### src/rtl/stopwatch_lap_bcd.sv
// BCD stopwatch: prescaled 0.01 s tick, cascaded decimal digits, lap hold, clear, overflow.
// Buttons are synchronised and edge-detected; hex shows the lap snapshot while held.
module stopwatch_lap_bcd #(
  parameter int CLK_DIV        = 260000,
  parameter int DIGITS         = 4,
  parameter bit SEG_ACTIVE_LOW = 1'b1
) (
  input  logic                  clk,
  input  logic                  reset,
  input  logic                  start_stop,
  input  logic                  lap,
  output logic                  running,
  output logic                  held,
  output logic                  overflow,
  output logic [4*DIGITS-1:0]   bcd,
  output logic [7*DIGITS-1:0]   hex
);
  localparam int PW = $clog2(CLK_DIV);

  typedef enum logic {ST_STOPPED, ST_RUNNING} state_t;

  state_t              r_state;
  logic                r_running;
  logic                r_held;
  logic                r_overflow;
  logic [PW-1:0]       r_presc;
  logic [4*DIGITS-1:0] r_bcd;
  logic [4*DIGITS-1:0] r_lap_bcd;
  logic [1:0]          r_ss_sync;
  logic [1:0]          r_lap_sync;
  logic                r_ss_hist;
  logic                r_lap_hist;
  logic [1:0]          r_arm;

  logic                w_ss_pulse;
  logic                w_lap_pulse;
  logic                w_tick;
  logic                w_clear;
  logic [DIGITS-1:0]   w_inc;
  logic                w_wrap;
  logic [4*DIGITS-1:0] w_disp;
  logic [7*DIGITS-1:0] w_hex;

  // History is forced high until the sync chain has refilled, so a button
  // already held at reset release never produces a pulse.
  always_ff @(posedge clk or posedge reset) begin
    if (reset) begin
      r_ss_sync  <= '0;
      r_lap_sync <= '0;
      r_ss_hist  <= 1'b0;
      r_lap_hist <= 1'b0;
      r_arm      <= '0;
    end else begin
      r_arm      <= {r_arm[0], 1'b1};
      r_ss_sync  <= {r_ss_sync[0], start_stop};
      r_lap_sync <= {r_lap_sync[0], lap};
      r_ss_hist  <= r_ss_sync[1] | ~r_arm[1];
      r_lap_hist <= r_lap_sync[1] | ~r_arm[1];
    end
  end

  assign w_ss_pulse  = r_ss_sync[1] & ~r_ss_hist;
  assign w_lap_pulse = r_lap_sync[1] & ~r_lap_hist;
  assign w_tick      = (r_state == ST_RUNNING) && (r_presc == PW'(CLK_DIV - 1));
  assign w_clear     = w_lap_pulse && !r_held && (r_state == ST_STOPPED);

  // Lap is judged against the state before any same-cycle start/stop toggle.
  always_ff @(posedge clk or posedge reset) begin
    if (reset) begin
      r_state   <= ST_STOPPED;
      r_running <= 1'b0;
      r_held    <= 1'b0;
      r_lap_bcd <= '0;
    end else begin
      if (w_ss_pulse) begin
        r_state   <= (r_state == ST_RUNNING) ? ST_STOPPED : ST_RUNNING;
        r_running <= (r_state != ST_RUNNING);
      end
      if (w_lap_pulse) begin
        if (r_held) begin
          r_held <= 1'b0;
        end else if (r_state == ST_RUNNING) begin
          r_held    <= 1'b1;
          r_lap_bcd <= r_bcd;
        end
      end
    end
  end

  always_comb begin : carry_chain
    logic acc;
    acc   = w_tick;
    w_inc = '0;
    for (int i = 0; i < DIGITS; i++) begin
      w_inc[i] = acc;
      acc      = acc & (r_bcd[4*i +: 4] == 4'd9);
    end
    w_wrap = acc;
  end

  always_ff @(posedge clk or posedge reset) begin
    if (reset) begin
      r_presc    <= '0;
      r_bcd      <= '0;
      r_overflow <= 1'b0;
    end else if (w_clear) begin
      r_presc    <= '0;
      r_bcd      <= '0;
      r_overflow <= 1'b0;
    end else if (r_state == ST_RUNNING) begin
      r_presc <= w_tick ? '0 : r_presc + 1'b1;
      for (int i = 0; i < DIGITS; i++) begin
        if (w_inc[i]) begin
          r_bcd[4*i +: 4] <= (r_bcd[4*i +: 4] == 4'd9) ? 4'd0 : r_bcd[4*i +: 4] + 4'd1;
        end
      end
      if (w_wrap) begin
        r_overflow <= 1'b1;
      end
    end
  end

  function automatic logic [6:0] seg_lo(input logic [3:0] d);
    case (d)
      4'd0:    seg_lo = 7'b0000001;
      4'd1:    seg_lo = 7'b1001111;
      4'd2:    seg_lo = 7'b0010010;
      4'd3:    seg_lo = 7'b0000110;
      4'd4:    seg_lo = 7'b1001100;
      4'd5:    seg_lo = 7'b0100100;
      4'd6:    seg_lo = 7'b0100000;
      4'd7:    seg_lo = 7'b0001111;
      4'd8:    seg_lo = 7'b0000000;
      4'd9:    seg_lo = 7'b0000100;
      default: seg_lo = 7'b1111111;
    endcase
  endfunction

  assign w_disp = r_held ? r_lap_bcd : r_bcd;

  always_comb begin
    w_hex = '0;
    for (int i = 0; i < DIGITS; i++) begin
      w_hex[7*i +: 7] = SEG_ACTIVE_LOW ? seg_lo(w_disp[4*i +: 4]) : ~seg_lo(w_disp[4*i +: 4]);
    end
  end

  assign running  = r_running;
  assign held     = r_held;
  assign overflow = r_overflow;
  assign bcd      = r_bcd;
  assign hex      = w_hex;
endmodule

### config.mk
export PLATFORM = sky130hd
export DESIGN_NAME = stopwatch_lap_bcd
export DESIGN_NICKNAME = d
export VERILOG_FILES = /design/src/rtl/stopwatch_lap_bcd.sv
export SDC_FILE = /design/constraint.sdc
export NUM_CORES = 1
export LEC_CHECK = 0
export BUFFER_PORTS_ARGS = -buffer_cell sky130_fd_sc_hd__buf_4
export CAP_MARGIN = 20
export CORE_UTILIZATION = 60
export CTS_BUF_LIST = sky130_fd_sc_hd__clkbuf_4
export CTS_CLUSTER_DIAMETER = 200
export CTS_CLUSTER_SIZE = 8
export DETAILED_ROUTE_END_ITERATION = 8
export PLACE_DENSITY = 0.84
export SYNTH_ARGS = -nofsm -noshare
export SYNTH_HDL_FRONTEND = slang
export SYNTH_SLANG_ARGS = --single-unit
### constraint.sdc
create_clock -name clk -period 3.7 [get_ports clk]
set_input_delay 0.185 -clock clk [delete_from_list [all_inputs] [get_ports clk]]
set_output_delay 0.185 -clock clk [all_outputs]
set_load 0.01 [all_outputs]
# After elaboration in Yosys (flattened, before gate mapping)
# Memory sizes are Yosys's and may differ from the RTL's.
# Cells that the tools add are included.
# classes
n_addsub	5
n_eq_ne	5
muxes	20
n_bitwise	13
reduce_logical	16
# ops
operator	n
2-to-1 mux 18 bit	3
2-to-1 mux 16 bit	3
2-to-1 mux 4 bit	8
adder 18 x 1 -> 18 bit, second input constant	1
== test 18 bit, second input constant	1
adder 4 x 1 -> 4 bit, second input constant	4
== test 4 bit, second input constant	4
nonzero test 2 bit	6
AND reduction 2 bit	5
bitwise AND 1 bit	6
2-to-1 mux 1 bit	6
inverter 1 bit	5
logical AND 1 bit	3
AND reduction 3 bit	1
bitwise OR 1 bit	2
logical NOT 1 bit	1
# totals
reg_bits	62
rom_bits	448
in_bits	4
out_inout_bits	47
elab_cells	78
mem_count	4
# memory_table
memory	depth	word_bits	rd	rd_clocked_by_memory_dff	wr	line	text
(name not given)	16	7	1	0	0	124	case (d)
(name not given)	16	7	1	0	0	124	
(name not given)	16	7	1	0	0	124	
(name not given)	16	7	1	0	0	124	

# Longest topological paths before layout
# depth
depth_word	9
ltp_mapped	8
depth_no_buf	6

# Least setup slack after synthesis
# No wires, ideal clock.
# synth_timing
path_kind	register to output
from	register r_held, in the netlist held
to	output port hex[16]
t_arrival_ps	2192
required_ps	3515
slack_ps	1323
path_stages_with_launch	9
n_path_buf	2
cell_sequence	dfrtp_1 clkbuf_1 buf_1 mux2i_1 inv_1 ha_1 nand2_1 o21ai_0 a21oi_1
# synth_between
elab_chain_cells	2
# synth_rtl
item	line	text
start, declared	24	logic r_held;
start signal, assigned	72	r_held <= 1'b0;
start signal, assigned	81	r_held <= 1'b0;
start signal, assigned	83	r_held <= 1'b1;
2-to-1 mux 16 bit	139	assign w_disp = r_held ? r_lap_bcd : r_bcd;
memory (16 x 7 bit)	--	
end, declared	16	output logic [7*DIGITS-1:0] hex
# Every way passes these cells.

# Final worst setup path
# layout_timing
from	register r_held, in the netlist held
to	output port hex[8]
# The elaborated chain is that of the path after synthesis.

==> results by group <==
Synthesis
  – Main flop type after synthesis: dfrtp_1
  – Post-Syn Instances: 404
  – EDFF count, synth: 0
  – Mapped Nets: 441
  – Asr flop ratio synth: 100.0%
  – Post-Syn Area: 3872 µm²
  – Synth Register Bits: 61
  – Synth Warn #: 0
  – Sequential fraction of the synthesis area: 39.42%
  – Synth Area per Inst: 9.585 µm²
  – Unique masters post-synth: 46

Hold path
  – Hold Crit Start: r_ss_sync[0]
  – Tightest Hold Check Type: flop to flop

Clock tree
  – H-tree depth: 3
  – Sink Count: 61
  – Clock slew at reported path FFs: 0.10 ns
  – Clock Tree Root: clkbuf_4
  – Hold-fix buffers at CTS: 3
  – Clock Latency Late Sink: 0.40 ns
  – CTS tree: built
  – Setup Buffers After CTS: 0
  – CTS resizes: 0
  – Bufs on Longest Clock Path: 2
  – TritonCTS Buffers: 9

Critical path
  – Crit path launch type: flop
  – Largest stage delay on the critical path: 1.04 ns
  – Buf/Inv on CP: 2
  – Setup crit start: held
  – Worst R2R Start: held
  – Required time of the critical path: 3.51 ns
  – Arr. time, crit path: 2.93 ns
  – Crit-path cells: mux2i_1, inv_1, ha_1, o21ai_0, a21oi_1, buf_4
  – Crit path kind: flop to primary output
  – CP delay by family, top: flip-flops
  – Critical path peak fanout: 21
  – Highest-delay cell along the critical path: dfrtp_1
  – CP Capture Type: primary output

Global routing
  – First-pass GRT wire length: 13650 µm
  – Vias in the first global route: 3017
  – Initial antenna violation count: 0
  – Largest net degree at the start of global routing: 38
  – GR Overflow Total: 0
  – Total track usage: 26.86%

Route
  – Drt total wl: 8207 µm
  – Via count: 3183
  – DRT Pass-1 Iters: 5
  – DRT iter0 DRCs: 158
  – Antenna viol nets, final: 0
  – Drt wl/cell: 15.31 µm
  – Via-per-instance ratio: 5.938
  – DRC violations left: 0

Run
  – MaxCap Viol Count: 0

Timing
  – Highest Clock Rate: 321.2 MHz
  – Setup tns final: 0 ns
  – Relative slew slack: 30.94%
  – Fin. Hold Viols: 0
  – RSZ-0062 raised after global routing: no
  – Final worst setup slack: 0.5862 ns
  – Max-slew violation count: 0
  – Skew final: 0.01535 ns
  – Final worst-path cycle share: 84.16%
  – Final Setup Violations: 0
  – Final min period: 3.114 ns
  – Worst-Margin Slew: 1.036 ns

Die
  – Die X: 82.34 µm
  – Std-Cell Rows: 28
  – Starting density of the core: 63.89%
  – Die H: 82.34 µm
  – IO Count: 51
  – Core area: 6061 µm²
  – Die Footprint: 6779 µm²

Power and ir drop
  – Pwr per Cell Area: 306.4 nW/µm²
  – Leak: 0.002182 µW
  – Peak supply drop: 0.4639 mV

Placement
  – Worst slack at placement: 1.041 ns
  – Gpl congestion: 0.8071
  – Dpl hpwl: 5950 µm
  – Port Buf Inserts: 50

Finish
  – Area of the multi-input gates: 2195 µm²
  – Fin util: 73.20%
  – Most frequent cells in the layout: dfrtp_1 (61), buf_4 (55), a21oi_1 (41), nand2_1 (35), o21ai_0 (35)
  – Final #Nets: 495
  – Number of diodes: 0
  – FF+latch area: 1526 µm²
  – Fill count: 480
  – Share of layout cells above drive strength 1: 20.39%
  – Commonest non-fill, non-tap cell in the layout: dfrtp_1
  – Synth-to-layout area growth: 14.57%

Status
  – Outcome: completed
## worst paths after layout
kind / to / slack, ns / depth (start not counted)
max in group asynchronous: r_presc[8] / 2.40 / 4
hold reg to reg: r_ss_sync[1] / 0.35 / 0
setup reg to reg: r_presc[11] / 1.16 / 4
hold / removal: r_ss_sync[1] / 0.35 / 0
setup / recovery: hex[8] / 0.59 / 6
min in group asynchronous: r_presc[1] / 0.48 / 3
## metal layers
layer	share of wire [%]	routed length (µm)	vias to the layer above	global-route usage, %
met5	0	0	-	0
met2	49	4044	82	44.13
li1	-	-	1559	-
met1	44	3603	1526	34.46
met3	5.0	411	16	5.385
met4	1.8	146	0	11.58
## power breakdown
group	total (µW)	leakage (µW)	switching [µW]	internal (µW)
logic	197	0.00130	89.6	107
registers	807	0.000821	101	707
clock network	355	0.0000570	223	132
total	1360	0.00218	414	946
## registers in the layout, summed over array words and instances (netlist names)
name / cells
r_lap_bcd: 16
r_ss_sync: 2
r_arm: 2
held: 1
r_lap_sync: 2
r_lap_hist: 1
r_state: 1
overflow: 1
r_ss_hist: 1
bcd: 16
r_presc: 18
## area by class of cell
type | count | share of cell area [%]
Clock buffer | 10 | 1.692
Clock inverter | 4 | 0.3948
Inverter | 23 | 1.946
Multi-Input combinational cell | 305 | 49.46
Sequential cell | 61 | 34.40
Tap cell | 75 | 2.115
Timing Repair Buffer | 58 | 9.983
## Yosys cell counts (7+ instances only)
cell type / number / area (µm²)
clkbuf_1: 11 / 41.29
o31ai_1: 8 / 60.06
a21oi_1: 41 / 205.2
dfrtp_1: 61 / 1526
mux2_2: 20 / 225.2
mux2i_1: 30 / 300.3
or4_1: 12 / 90.09
inv_1: 23 / 86.33
nor2_1: 15 / 56.30
nand2_1: 35 / 131.4
o21ai_0: 35 / 175.2
nand2b_1: 7 / 43.79
or3_1: 9 / 56.30
ha_1: 33 / 412.9
nand3_1: 9 / 45.04
## cells by family (layout without fill, tap and decap cells)
logic type,after synthesis,after routing,synth area share [%]
mux,50,50,13.57
xor+xnor,6,6,1.357
flops,61,61,39.42
simple gates,118,118,17.00
other cells,1,1,0.09684
fa+ha+maj,33,33,10.66
compound gates,97,97,13.99
buf+inv,38,95,3.909
## through the flow
step	cells	cell area [µm²]	power, µW	hold WS (ns)
after global routing	536	4437	1435	0.3587
after CTS	536	4437	1371	0.3560
after global placement	519	4314	1003	0.2944
after detailed placement	519	4314	1014	0.2958
final	536	4437	1360	0.3522
after floorplan	404	3872	942.0	0.2164
Power figures use the tool's default switching activity.
